## config.mk

```make
export PLATFORM = sky130hd
export DESIGN_NAME = uart_rx_flat
export DESIGN_NICKNAME = d
export VERILOG_FILES = /design/src/rtl/uart_pkg.sv /design/src/rtl/uart_rx_if.sv /design/src/rtl/uart_sync.sv /design/src/rtl/uart_rx.sv /design/src/flat_wrapper.sv
export SDC_FILE = /design/constraint.sdc
export NUM_CORES = 1
export LEC_CHECK = 0
export ABC_AREA = 1
export BUFFER_PORTS_ARGS = -buffer_cell sky130_fd_sc_hd__buf_2
export CORE_MARGIN = 3
export CORE_UTILIZATION = 53
export CTS_CLUSTER_DIAMETER = 80
export DETAILED_ROUTE_END_ITERATION = 16
export GPL_TIMING_DRIVEN = 0
export PLACE_DENSITY = 0.74
export SETUP_SLACK_MARGIN = 0.4
export SLEW_MARGIN = 10
export SYNTH_ARGS = -nofsm -noshare
export SYNTH_HDL_FRONTEND = slang
export SYNTH_SLANG_ARGS = --single-unit
export TNS_END_PERCENT = 10
```

## constraint.sdc

```tcl
create_clock -name clk -period 1.8 [get_ports clk]
set_input_delay 0.09 -clock clk [delete_from_list [all_inputs] [get_ports clk]]
set_output_delay 0.09 -clock clk [all_outputs]
set_load 0.01 [all_outputs]
```

## src/rtl/uart_pkg.sv

```systemverilog
// Shared UART definitions for the RX and TX sides.
// Holds the frame state encoding and the default serial parameters.
package uart_pkg;

    localparam int unsigned UART_CLKS_PER_BIT = 16;
    localparam int unsigned UART_DATA_BITS    = 8;
    localparam int unsigned UART_SYNC_STAGES  = 2;

    typedef enum logic [2:0] {
        ST_IDLE  = 3'd0,
        ST_START = 3'd1,
        ST_DATA  = 3'd2,
        ST_STOP  = 3'd3,
        ST_BREAK = 3'd4
    } uart_state_e;

endpackage

```

## src/rtl/uart_rx_if.sv

```systemverilog
// Received-byte stream: valid/ready handshake from the receiver to its consumer.
interface uart_rx_if #(
    parameter int unsigned DATA_BITS = 8
) ();

    logic [DATA_BITS-1:0] rx_dat;
    logic                 rx_valid;
    logic                 rx_ready;

    modport master (output rx_dat, output rx_valid, input rx_ready);
    modport slave  (input rx_dat, input rx_valid, output rx_ready);

endinterface

```

## src/rtl/uart_sync.sv

```systemverilog
// N-stage bit synchronizer for the asynchronous serial line; flops reset to idle-high.
module uart_sync #(
    parameter int unsigned SYNC_STAGES = 2
) (
    input  logic clk,
    input  logic reset,
    input  logic d,
    output logic q
);

    logic [SYNC_STAGES-1:0] ff;

    always_ff @(posedge clk) begin
        if (reset) begin
            ff <= '1;
        end else begin
            ff <= {ff[SYNC_STAGES-2:0], d};
        end
    end

    assign q = ff[SYNC_STAGES-1];

endmodule

```

## src/rtl/uart_rx.sv

```systemverilog
// UART receiver: mid-bit sampling of rxd, LSB-first byte assembly, valid/ready delivery
// with single-cycle framing-error and overrun flags.
module uart_rx
    import uart_pkg::*;
#(
    parameter int unsigned CLKS_PER_BIT = UART_CLKS_PER_BIT,
    parameter int unsigned DATA_BITS    = UART_DATA_BITS,
    parameter int unsigned SYNC_STAGES  = UART_SYNC_STAGES
) (
    input  logic       clk,
    input  logic       reset,
    input  logic       rxd,
    uart_rx_if.master  rx,
    output logic       is_rcv,
    output logic       frame_err,
    output logic       overrun
);

    localparam int unsigned CW = $clog2(CLKS_PER_BIT);
    localparam int unsigned IW = $clog2(DATA_BITS + 1);

    localparam logic [CW-1:0] HALF_LAST = CW'(CLKS_PER_BIT / 2 - 1);
    localparam logic [CW-1:0] BIT_LAST  = CW'(CLKS_PER_BIT - 1);
    localparam logic [IW-1:0] IDX_LAST  = IW'(DATA_BITS - 1);

    logic                 rxd_s;
    uart_state_e          state;
    logic [CW-1:0]        bit_cnt;
    logic [IW-1:0]        idx;
    logic [DATA_BITS-1:0] shift;
    logic                 deliver;

    uart_sync #(
        .SYNC_STAGES (SYNC_STAGES)
    ) u_sync (
        .clk   (clk),
        .reset (reset),
        .d     (rxd),
        .q     (rxd_s)
    );

    // Frame FSM; shift fills from the top so the first (LSB) bit ends in bit 0.
    always_ff @(posedge clk) begin
        if (reset) begin
            state     <= ST_IDLE;
            bit_cnt   <= '0;
            idx       <= '0;
            shift     <= '0;
            is_rcv    <= 1'b0;
            frame_err <= 1'b0;
            deliver   <= 1'b0;
        end else begin
            frame_err <= 1'b0;
            deliver   <= 1'b0;
            case (state)
                ST_IDLE: begin
                    if (!rxd_s) begin
                        state   <= ST_START;
                        bit_cnt <= '0;
                        is_rcv  <= 1'b1;
                    end
                end
                ST_START: begin
                    if (bit_cnt == HALF_LAST) begin
                        bit_cnt <= '0;
                        idx     <= '0;
                        if (rxd_s) begin
                            state  <= ST_IDLE;
                            is_rcv <= 1'b0;
                        end else begin
                            state <= ST_DATA;
                        end
                    end else begin
                        bit_cnt <= bit_cnt + CW'(1);
                    end
                end
                ST_DATA: begin
                    if (bit_cnt == BIT_LAST) begin
                        bit_cnt <= '0;
                        shift   <= {rxd_s, shift[DATA_BITS-1:1]};
                        if (idx == IDX_LAST) begin
                            idx   <= '0;
                            state <= ST_STOP;
                        end else begin
                            idx <= idx + IW'(1);
                        end
                    end else begin
                        bit_cnt <= bit_cnt + CW'(1);
                    end
                end
                ST_STOP: begin
                    if (bit_cnt == BIT_LAST) begin
                        bit_cnt <= '0;
                        is_rcv  <= 1'b0;
                        if (rxd_s) begin
                            deliver <= 1'b1;
                            state   <= ST_IDLE;
                        end else begin
                            frame_err <= 1'b1;
                            state     <= ST_BREAK;
                        end
                    end else begin
                        bit_cnt <= bit_cnt + CW'(1);
                    end
                end
                ST_BREAK: begin
                    if (rxd_s) begin
                        state <= ST_IDLE;
                    end
                end
                default: begin
                    state <= ST_IDLE;
                end
            endcase
        end
    end

    // Output holding register: a new byte replaces the old only if the old one leaves now.
    always_ff @(posedge clk) begin
        if (reset) begin
            rx.rx_dat   <= '0;
            rx.rx_valid <= 1'b0;
            overrun     <= 1'b0;
        end else begin
            overrun <= 1'b0;
            if (deliver) begin
                if (!rx.rx_valid || rx.rx_ready) begin
                    rx.rx_dat   <= shift;
                    rx.rx_valid <= 1'b1;
                end else begin
                    overrun <= 1'b1;
                end
            end else if (rx.rx_valid && rx.rx_ready) begin
                rx.rx_valid <= 1'b0;
            end
        end
    end

endmodule
```

## src/flat_wrapper.sv

```systemverilog
// flat-port wrapper written by rule: the top's interface ports become plain ports
module uart_rx_flat import uart_pkg::*;
#(
    parameter int unsigned CLKS_PER_BIT = UART_CLKS_PER_BIT,
    parameter int unsigned DATA_BITS    = UART_DATA_BITS,
    parameter int unsigned SYNC_STAGES  = UART_SYNC_STAGES
)
  (clk, reset, rxd, is_rcv, frame_err, overrun, rx_rx_dat, rx_rx_valid, rx_rx_ready);
  uart_rx_if #(.DATA_BITS(DATA_BITS)) rx_i ();
  input  logic clk;
  input  logic reset;
  input  logic rxd;
  output logic is_rcv;
  output logic frame_err;
  output logic overrun;
  output wire logic [$bits(rx_i.rx_dat)-1:0] rx_rx_dat;
  output wire logic [$bits(rx_i.rx_valid)-1:0] rx_rx_valid;
  input wire logic [$bits(rx_i.rx_ready)-1:0] rx_rx_ready;
  assign rx_rx_dat = rx_i.rx_dat;
  assign rx_rx_valid = rx_i.rx_valid;
  assign rx_i.rx_ready = rx_rx_ready;
  uart_rx #(.CLKS_PER_BIT(CLKS_PER_BIT), .DATA_BITS(DATA_BITS), .SYNC_STAGES(SYNC_STAGES)) u_core (.clk(clk), .reset(reset), .rxd(rxd), .rx(rx_i), .is_rcv(is_rcv), .frame_err(frame_err), .overrun(overrun));
endmodule
```

; ---- After elaboration in Yosys (flattened, before gate mapping)
; Index checks and enable logic that the tools add are counted.
[op_classes]
add_sub_neg = 2
n_eq_ne = 15
muxes = 28
bitwise = 3
n_reduce_logical = 18
[op_table]
columns = op, n
row1 = $mux 4, 6
row2 = $mux 3, 7
row3 = $pmux 3 s5, 1
row4 = $pmux 4 s3, 1
row5 = $mux 1, 10
row6 = $add 4x1->4 const B, 2
row7 = $eq 4x3->1 const B, 2
row8 = $ne 2x1->1 const B, 4
row9 = $ne 2x2->1 const B, 4
row10 = $pmux 4 s2, 1
row11 = $reduce_and 2->1, 4
row12 = $eq 3x2->1 const B, 2
row13 = $reduce_and 6->1, 1
row14 = $reduce_bool 3->1, 2
row15 = $reduce_and 5->1, 1
row16 = $eq 4x4->1 const B, 1
row17 = $reduce_bool 2->1, 2
row18 = $reduce_or 2->1, 2
row19 = $eq 3x1->1 const B, 1
row20 = $eq 3x3->1 const B, 1
row21 = $logic_not 3->1, 1
row22 = $not 1->1, 3
row23 = $pmux 1 s3, 1
row24 = $reduce_and 3->1, 1
row25 = other kinds (5), 5
[totals]
register_bits = 34
output_inout_bits = 12

; ---- Longest topological paths before layout
; Gate-level depths: netlist (run 1).
[depth]
ltp_word = 4
depth_mapped = 9

; ---- By module
; From an unflattened synthesis (run 1), not the netlist that was laid out.
[hier_totals]
cells_unflattened = 211
area_unflattened_um2 = 1488.9
[by_module_without_submodules]
columns = module, n_inst, cells_each, area_each_um2
row1 = uart_rx, 1, 204, 1430.1
row2 = uart_sync, 1, 7, 58.8

; ---- Worst setup path after synthesis (run 1)
; Ideal clock, no wire load.
[synth_timing]
kind = reg-to-reg
from = register u_core.bit_cnt[0]
to = register u_core.idx[2]
t_arrival_ns = 1.241
required_time_ns = 1.683
setup_slack_ns = 0.442
stages_incl_launch_ff = 9
period_less_slack_ns = 1.358
cell_sequence = dfxtp_1 > ha_1 > nand3_2 > clkinv_1 > nor2_2 > nor2_4 > nand2_4 > o21ai_0 > nor2_1
[synth_between]
elab_chain_len = 3
word_cells_on_any_way = 5
classes_between = eq/ne (4) / reduce/logical (1)
[synth_lines]
columns = item, line
row1 = start: declaration, uart_rx.sv:28  ; logic [CW-1:0] bit_cnt;
row2 = start signal: assignment, uart_rx.sv:74  ; bit_cnt <= bit_cnt + CW'(1);
row3 = start signal: assignment, uart_rx.sv:88  ; bit_cnt <= bit_cnt + CW'(1);
row4 = start signal: assignment, uart_rx.sv:103  ; bit_cnt <= bit_cnt + CW'(1);
row5 = $eq 4x4->1 or $eq 4x3->1 (tied branches), "uart_rx.sv:78, uart_rx.sv:64"
row6 = $ne 2x1->1 (no source line), -
row7 = $reduce_and 3->1 (no source line) (*), -
row8 = end signal: assignment, uart_rx.sv:85  ; idx <= idx + IW'(1);
row9 = end: declaration, uart_rx.sv:29  ; logic [IW-1:0] idx;
; Mark *: on every way between the ends. The rest lies on a longest branch, timed or not.
; A chain may end at the register's enable or synchronous reset.

; ---- Worst setup path in the final report (run 1)
[layout_timing]
from = register u_core.bit_cnt[1]
to = register u_core.idx[2]
; The elaborated chain is that of the path after synthesis.

==> impl_summary.log, run 1 <==
INFO  metric final_antenna_net_count = 0
INFO  metric maximum_number_of_pins_on_one_net_before_global_route_repair = 12
INFO  metric grt_util_all_layers = 0.196
INFO  metric rsz0062_at_grt = yes
INFO  metric power_frac_clock = 0.183
INFO  metric arrival = 1630 ps
INFO  metric net-switching-power = 0.999 mW
INFO  metric design.core.area = 2570 um^2
INFO  metric placementRows = 18
INFO  metric drc = 0
INFO  metric routabilityCongestion = 0.939
INFO  metric cts_buffers = 5
INFO  metric initial_core_util = 0.576
INFO  metric final_period_minus_worst_setup_slack = 1420 ps
INFO  metric netSwitchingFraction = 0.418
INFO  metric pins_over_their_slew_limit = 0
INFO  metric tritoncts_num_sinks = 34
INFO  metric critical_path.n_buffers_inverters = 2
INFO  metric num_antenna_cells = 0
INFO  metric critical_path.endpoint_type = flip-flop
INFO  metric crit_chain = ha_4 -> nand3_4 -> clkinv_2 -> nor2_2 -> nor2_4 -> buf_4 -> a31oi_1 -> nor2_1
INFO  metric vdd_ir_drop_max = 0.947 mV
INFO  metric primary_ff_master_synth = sky130_fd_sc_hd__dfxtp_1
INFO  metric critical_path.max_stage_delay = 370 ps
INFO  metric worst-r2r-setup-slack = 380 ps
INFO  metric yosysWarnings = 0
INFO  metric max_freq = 706 MHz
INFO  metric grt_pass1_vias = 1235
INFO  metric remaining_overflow_grt = 0
INFO  metric mean_number_of_vias_per_cell = 5.28
INFO  metric gate_power_share = 0.420
INFO  metric report.final.hold_viol_count = 0
INFO  metric clock_tree.buffer_depth = 2
INFO  metric worst_slew_pin_slew = 463 ps
INFO  metric leakagePower = 0.839 nW
INFO  metric finish.net_count = 234
INFO  metric relSlewSlack = 0.691
INFO  metric antenna_found_initial = 0
INFO  metric pwr_density_cell = 1350 nW/um^2
INFO  metric totalWireLength = 3040 um
INFO  metric die_width = 58.8 um
INFO  metric wire_length_of_the_first_global_routing_pass = 5230 um
INFO  metric 1st_iter_drt_viols = 89
INFO  metric clock-root-buffer = sky130_fd_sc_hd__clkbuf_4
INFO  metric worst_setup_hold_path_clk_slew = 100 ps
INFO  metric totalNegativeSetupSlack = 0 ps
INFO  metric crit_path_start_kind = flip-flop
INFO  metric dp_worst_setup_slack = 243 ps
INFO  metric required = 2020 ps
INFO  metric timing.clock.skew = 5.56 ps
INFO  metric tcrit_tclk_final = 0.787
INFO  metric power.share.sequential = 0.397
INFO  metric detailroute.via_count = 1367
INFO  metric synth.ff_latch_count = 34
INFO  metric first_pass_iters = 4
INFO  metric seq_area_frac_synth = 0.460
INFO  metric i_o_pin_cnt = 16
INFO  metric finalSetupViolations = 0
INFO  metric dp_hpwl = 2150 um
INFO  metric drv.max_cap_violation_count = 0
INFO  metric hold_class = input port to flip-flop
INFO  metric ys_async_sr_fraction = 0
INFO  metric post_synth_inst_count = 202
INFO  metric buffer_ports.inserted = 15
INFO  metric multiInputGateArea = 782 um^2
INFO  metric die_height = 58.8 um
INFO  metric synth_edf_count = 0
INFO  metric timing.setup.critical_path_class = flip-flop to flip-flop
INFO  metric fillerInstances = 220
INFO  metric run_status = finished clean
INFO  metric syn_area = 1480 um^2
INFO  metric gate_family_responsible_for_the_most_delay_along_the_worst_path = simple AND/OR/NAND/NOR gates
INFO  metric final_critical_path_setup_slack = 383 ps
INFO  metric layout-drive-gt1-share = 0.249
INFO  metric worst-path-max-fanout = 5
INFO  metric tritoncts = yes
INFO  metric syn_avg_cell_area = 7.32 um^2
INFO  metric wl_per_cell = 11.7 um
INFO  metric dieArea = 3460 um^2
INFO  metric most-common-layout-cells = sky130_fd_sc_hd__nor2_1 (48), sky130_fd_sc_hd__nand2_1 (31), sky130_fd_sc_hd__dfxtp_1 (29), sky130_fd_sc_hd__o21ai_0 (18), sky130_fd_sc_hd__buf_2 (15)
INFO  metric p_int = 1.39 mW
INFO  metric area.growth.synth_to_final = 19.2%
INFO  metric worst_path_max_delay_cell = sky130_fd_sc_hd__dfxtp_4
INFO  metric cts-htree-levels = 2
INFO  metric commonest_non_fill_non_tap_cell_in_the_layout = sky130_fd_sc_hd__nor2_1
INFO  metric final-seq-area = 692 um^2
INFO  metric synthesis.nets = 208
INFO  metric synth_cell_type_count = 23
INFO  metric clk_latency = 320 ps
## final timing paths
kind | from | cells past startpoint | end
max | u_core.bit_cnt[1] | 8 | u_core.idx[2]
min | rx_rx_ready | 4 | u_core.overrun
max reg2reg | u_core.bit_cnt[1] | 8 | u_core.idx[2]
min reg2reg | u_core.u_sync.ff[0] | 1 | u_core.u_sync.ff[1]
## worst min-delay path, cell delays in order
cell and delay [ps]:
sky130_fd_sc_hd__buf_2 70, sky130_fd_sc_hd__nor2_1 50, sky130_fd_sc_hd__inv_1 70, sky130_fd_sc_hd__nor3_1 40
## final cells by class
type                            instances  share of cell area
Sequential cell                        34               0.392
Timing Repair Buffer                   19              0.0610
Clock buffer                            6              0.0291
Tap cell                               30              0.0213
Clock inverter                          2             0.00710
Inverter                               16              0.0348
Multi-Input combinational cell        149               0.444
Buffer                                  3              0.0106
## power groups by stage
| stage | Sequential (mW) | Clock, mW | Combinational, mW |
|---|---|---|---|
| finish | 0.947 | 0.437 | 1.00 |
| global route | 0.960 | 0.497 | 1.14 |
| CTS | 0.927 | 0.452 | 0.902 |
| detailed placement | 0.930 | 0 | 0.862 |
| global placement | 0.925 | 0 | 0.831 |
| floorplan | 0.918 | 0 | 0.697 |
## kinds of logic (layout without fill, tap and decap cells)
family / after synthesis / after routing / share of synthesized area
and+or+nand+nor: 113 / 113 / 0.343
DFF: 34 / 34 / 0.460
AOI/OAI and AO/OA: 32 / 32 / 0.114
buffers and inverters: 19 / 46 / 0.0533
adders and majority gates: 2 / 2 / 0.0169
xor gates and xnor gates: 2 / 2 / 0.0118
## Yosys cell counts, types with 2 or more instances
cell type                  count  area, um^2
sky130_fd_sc_hd__a21oi_1      10        50.1
sky130_fd_sc_hd__ha_1          2        25.0
sky130_fd_sc_hd__nor2_2        4        25.0
sky130_fd_sc_hd__dfxtp_1      34         681
sky130_fd_sc_hd__inv_1        13        48.8
sky130_fd_sc_hd__nand3_1       9        45.0
sky130_fd_sc_hd__clkbuf_1      2        7.51
sky130_fd_sc_hd__o21ai_0      19        95.1
sky130_fd_sc_hd__nand2_4       2        22.5
sky130_fd_sc_hd__nor2_1       53         199
sky130_fd_sc_hd__nand4_1       2        12.5
sky130_fd_sc_hd__inv_2         2        7.51
sky130_fd_sc_hd__or2_2         2        12.5
sky130_fd_sc_hd__nand2_1      33         124
sky130_fd_sc_hd__nor2_4        2        22.5
sky130_fd_sc_hd__nor3_1        3        15.0
sky130_fd_sc_hd__xor2_1        2        17.5
sky130_fd_sc_hd__nand3_2       3        30.0
## registers in the layout, summed over array words and instances, names as in the netlist
register / count
u_core.is_rcv: 1
u_core.shift: 8
u_core.deliver: 1
u_core.rx.rx_dat: 8
u_core.idx: 4
u_core.state: 3
u_core.frame_err: 1
u_core.bit_cnt: 4
u_core.u_sync.ff: 2
u_core.rx.rx_valid: 1
u_core.overrun: 1
## per-stage QoR
| stage | total power [mW] | hold slack [ps] | instances | utilization | instance area [um^2] |
|---|---|---|---|---|---|
| floorplan | 1.62 | 194 | 202 | - | 1480 |
| global placement | 1.76 | 273 | 247 | 0.620 | 1590 |
| global route | 2.60 | 17.0 | 259 | 0.687 | 1760 |
| CTS | 2.28 | 16.0 | 257 | 0.662 | 1700 |
| detailed placement | 1.79 | 282 | 247 | 0.620 | 1590 |
| finish | 2.39 | 39.9 | 259 | 0.687 | 1760 |
## layer usage
layer | part of all wire | track usage | up-vias | routed length, um
met2 | 0.47 | 0.309 | 43 | 1430
li1 | - | - | 708 | -
met4 | 0.0086 | 0.0777 | 0 | 26
met1 | 0.46 | 0.248 | 612 | 1390
met3 | 0.063 | 0.0636 | 4 | 192
met5 | 0 | 0 | - | 0
## repair_timing
item	4_1_cts	5_1_grt
resized for setup	9	14
endpoints found under the hold margin	1	0
buffers inserted	1	2
hold buffers	1	0
endpoints found under the setup margin	17	25
pin swaps	2	7
gates cloned	0	0
No activity file was read; power rests on OpenSTA's default activity.
==> run 2, diff against run 1 <==
--- a/config.mk
+++ b/config.mk
@@ -8,11 +8,11 @@
 export ABC_AREA = 1
 export BUFFER_PORTS_ARGS = -buffer_cell sky130_fd_sc_hd__buf_2
 export CORE_MARGIN = 3
-export CORE_UTILIZATION = 53
+export CORE_UTILIZATION = 51
 export CTS_CLUSTER_DIAMETER = 80
 export DETAILED_ROUTE_END_ITERATION = 16
 export GPL_TIMING_DRIVEN = 0
-export PLACE_DENSITY = 0.74
+export PLACE_DENSITY = 0.75
 export SETUP_SLACK_MARGIN = 0.4
 export SLEW_MARGIN = 10
 export SYNTH_ARGS = -nofsm -noshare
==> constraint.sdc (replaced) <==
create_clock -name clk -period 1.3 [get_ports clk]
set_input_delay 0.065 -clock clk [delete_from_list [all_inputs] [get_ports clk]]
set_output_delay 0.065 -clock clk [all_outputs]
set_load 0.01 [all_outputs]
==> run 2 against run 1 <==
The flow now finishes with violations (negative setup slack). Global-route usage up 2.0 points. Sequential power rose by 38%. Combinational power increased by 56%. Register-to-register slack got worse by 520 ps. Via count up 4.2%. Utilization increased by 7.6 points. Clock-buffer cell count unchanged. Hold slack got worse by 31 ps. Clock power up 46%. Die area increased by 3.5%. Fmax is 1.1% lower. Sequential cell count unchanged. Largest power group unchanged.
==> impl_summary.log, run 2 (synthesized netlist as in run 1, its figures left out) <==
INFO  metric first_pass_iters = 4 (unchanged)
INFO  metric leakagePower = 0.901 nW (was 0.839 nW)
INFO  metric max_freq = 698 MHz (was 706 MHz)
INFO  metric worst_setup_hold_path_clk_slew = 110 ps (was 100 ps)
INFO  metric totalNegativeSetupSlack = -515 ps (was 0 ps)
INFO  metric pwr_density_cell = 1760 nW/um^2 (was 1350 nW/um^2)
INFO  metric cts-htree-levels = 2 (unchanged)
INFO  metric arrival = 1670 ps (was 1630 ps)
INFO  metric area.growth.synth_to_final = 34.7% (was 19.2%)
INFO  metric antenna_found_initial = 0 (unchanged)
INFO  metric mean_number_of_vias_per_cell = 5.34 (was 5.28)
INFO  metric instances_no_fill = 267 (was 259)
INFO  metric gate_power_share = 0.445 (was 0.420)
INFO  metric run_status = complete, but fails checks (was finished clean)
INFO  metric crit_path_start_kind = flip-flop (unchanged)
INFO  metric relSlewSlack = 0.695 (was 0.691)
INFO  metric wire_length_of_the_first_global_routing_pass = 5720 um (was 5230 um)
INFO  metric multiInputGateArea = 860 um^2 (was 782 um^2)
INFO  metric finish.net_count = 242 (was 234)
INFO  metric commonest_non_fill_non_tap_cell_in_the_layout = sky130_fd_sc_hd__nor2_1 (unchanged)
INFO  metric tritoncts = yes (unchanged)
INFO  metric dp_hpwl = 2290 um (was 2150 um)
INFO  metric remaining_overflow_grt = 0 (unchanged)
INFO  metric layout-drive-gt1-share = 0.384 (was 0.249)
INFO  metric violated_checks = negative setup slack
INFO  metric report.final.hold_viol_count = 0 (unchanged)
INFO  metric final_antenna_net_count = 0 (unchanged)
INFO  metric initial_core_util = 0.566 (was 0.576)
INFO  metric final_period_minus_worst_setup_slack = 1430 ps (was 1420 ps)
INFO  metric fillerInstances = 184 (was 220)
INFO  metric grt_util_all_layers = 0.216 (was 0.196)
INFO  metric maximum_number_of_pins_on_one_net_before_global_route_repair = 12 (unchanged)
INFO  metric final_design_area_no_fill = 1990 um^2 (was 1760 um^2)
INFO  metric routabilityCongestion = 0.916 (was 0.939)
INFO  metric 1st_iter_drt_viols = 135 (was 89)
INFO  metric registers_with_the_most_flip_flops = u_core.rx.rx_dat: 8 flops, u_core.shift: 8 flops (unchanged)
INFO  metric grt_use_met3 = 0.0583 (was 0.0636)
INFO  metric critical_path.max_stage_delay = 400 ps (was 370 ps)
INFO  metric worst_slew_pin_slew = 457 ps (was 463 ps)
INFO  metric timing.setup.critical_path_class = flip-flop to flip-flop (unchanged)
INFO  metric power_frac_clock = 0.182 (was 0.183)
INFO  metric die_width = 59.9 um (was 58.8 um)
INFO  metric worst_path_max_delay_cell = sky130_fd_sc_hd__dfxtp_4 (unchanged)
INFO  metric critical_path.endpoint_type = flip-flop (unchanged)
INFO  metric crit_chain = nor2_4 -> nand2_4 -> nor2_2 -> nor2_4 -> buf_12 -> buf_6 -> a31oi_1 -> nor2_1 (was ha_4 -> nand3_4 -> clkinv_2 -> nor2_2 -> nor2_4 -> buf_4 -> a31oi_1 -> nor2_1)
INFO  metric rsz0062_at_grt = yes (unchanged)
INFO  metric hold_class = input port to flip-flop (unchanged)
INFO  metric netSwitchingFraction = 0.406 (was 0.418)
INFO  metric num_antenna_cells = 0 (unchanged)
INFO  metric design.core.area = 2610 um^2 (was 2570 um^2)
INFO  metric most-common-layout-cells = sky130_fd_sc_hd__nor2_1 (40), sky130_fd_sc_hd__nand2_1 (31), sky130_fd_sc_hd__o21ai_0 (17), sky130_fd_sc_hd__dfxtp_1 (17) (was sky130_fd_sc_hd__nor2_1 (48), sky130_fd_sc_hd__nand2_1 (31), sky130_fd_sc_hd__dfxtp_1 (29), sky130_fd_sc_hd__o21ai_0 (18), sky130_fd_sc_hd__buf_2 (15))
INFO  metric buffer_ports.inserted = 15 (unchanged)
INFO  metric finalSetupViolations = 8 (was 0)
INFO  metric clk_latency = 350 ps (was 320 ps)
INFO  metric placementRows = 18 (unchanged)
INFO  metric required = 1540 ps (was 2020 ps)
INFO  metric most_congested_layer_reported_by_global_routing = met2 (unchanged)
INFO  metric placement.cell_area = 1640 um^2 (was 1590 um^2)
INFO  metric post-place-cells = 247 (unchanged)
INFO  metric detailroute.via_count = 1425 (was 1367)
INFO  metric drc = 0 (unchanged)
INFO  metric timing.clock.skew = 11.3 ps (was 5.56 ps)
INFO  metric pins_over_their_slew_limit = 0 (unchanged)
INFO  metric cts_buffers = 5 (unchanged)
INFO  metric grt_use_met2 = 0.335 (was 0.309)
INFO  metric final-seq-area = 712 um^2 (was 692 um^2)
INFO  metric dieArea = 3580 um^2 (was 3460 um^2)
INFO  metric wl_per_cell = 13.0 um (was 11.7 um)
INFO  metric cp_common_cell = sky130_fd_sc_hd__nor2_4
INFO  metric tcrit_tclk_final = 1.10 (was 0.787)
INFO  metric grt_pass1_vias = 1290 (was 1235)
INFO  metric totalWireLength = 3480 um (was 3040 um)
INFO  metric worst-path-max-fanout = 7 (was 5)
INFO  metric p_int = 2.09 mW (was 1.39 mW)
INFO  metric net-switching-power = 1.42 mW (was 0.999 mW)
INFO  metric drv.max_cap_violation_count = 0 (unchanged)
INFO  metric tritoncts_num_sinks = 34 (unchanged)
INFO  metric i_o_pin_cnt = 16 (unchanged)
INFO  metric final_critical_path_setup_slack = -132 ps (was 383 ps)
INFO  metric global_route.usage.met1 = 0.275 (was 0.248)
INFO  metric final_core_utilization = 0.762 (was 0.687)
INFO  metric vdd_ir_drop_max = 1.37 mV (was 0.947 mV)
INFO  metric power.share.sequential = 0.372 (was 0.397)
INFO  metric clock_tree.buffer_depth = 2 (unchanged)
INFO  metric clock-root-buffer = sky130_fd_sc_hd__clkbuf_4 (unchanged)
INFO  metric die_height = 59.9 um (was 58.8 um)
run 2: changes by cell type in the layout (fill, tap and decap cells not counted), moves of 2 or more:
cell / change
sky130_fd_sc_hd__dfxtp_1: -12
sky130_fd_sc_hd__buf_6: +10
sky130_fd_sc_hd__dfxtp_2: +10
sky130_fd_sc_hd__nor2_4: +10
sky130_fd_sc_hd__buf_2: -9
sky130_fd_sc_hd__nor2_1: -8
sky130_fd_sc_hd__buf_4: +5
sky130_fd_sc_hd__inv_1: -4
sky130_fd_sc_hd__inv_2: +3
sky130_fd_sc_hd__dfxtp_4: +2
sky130_fd_sc_hd__nand3_2: +2
run 2: layer usage:
layer	vias up	share of wire
met3	9	0.072
met2	48	0.48
met1	647	0.42
met4	0	0.025
met5	-	0
li1	721	-
run 2: power groups by stage:
| stage | clock network [mW] | registers (mW) | logic, mW |
|---|---|---|---|
| 6_report | 0.640 | 1.31 | 1.56 |
| 5_1_grt | 0.706 | 1.33 | 1.75 |
| 4_1_cts | 0.651 | 1.28 | 1.33 |
| 3_5_place_dp | 0 | 1.30 | 1.20 |
| 3_3_place_gp | 0 | 1.29 | 1.16 |
| 2_1_floorplan | 0 | 1.29 | 0.978 |
run 2: worst paths after layout:
path | startpoint | end | slack, ps | cells past startpoint
max | u_core.state[2] | u_core.idx[2] | -130 | 8
max reg2reg | u_core.state[2] | u_core.idx[2] | -130 | 8
min | rx_rx_ready | u_core.rx.rx_valid | 9 | 4
min reg2reg | u_core.u_sync.ff[0] | u_core.u_sync.ff[1] | 420 | 1
run 2: layout make-up:
type / count / area share
flip-flops and latches: 34 / 0.357
clock inverters: 2 / 0.00628
repair buffers: 26 / 0.117
well taps: 30 / 0.0188
inverters: 16 / 0.0339
plain buffers: 3 / 0.00942
multi-input cells: 150 / 0.432
clock buffers: 6 / 0.0258
run 2: timing repair:
action	4_1_cts	5_1_grt
hold endpoints to repair	1	0
pin swaps	16	22
gates cloned	1	0
buffers inserted	4	6
resized for setup	19	42
hold buffers	1	0
setup endpoints to repair	33	41
run 2: per-stage QoR:
step | worst slack [ps] | total power, mW | hold WS, ps
after floorplan | 65.3 | 2.26 | 169
after global placement | -64.0 | 2.45 | 248
after detailed placement | -109 | 2.50 | 250
after CTS | -74.6 | 3.26 | 13.2
after global routing | -214 | 3.78 | 13.9
final | -132 | 3.51 | 8.69
run 2: worst max-delay path, delay by kind of cell (launching register included):
kind,cells,cell delay [ps]
AO/OA/AOI/OAI,1,130
flip-flops,1,400
buffers and inverters,2,220
AND/OR/NAND/NOR,5,560
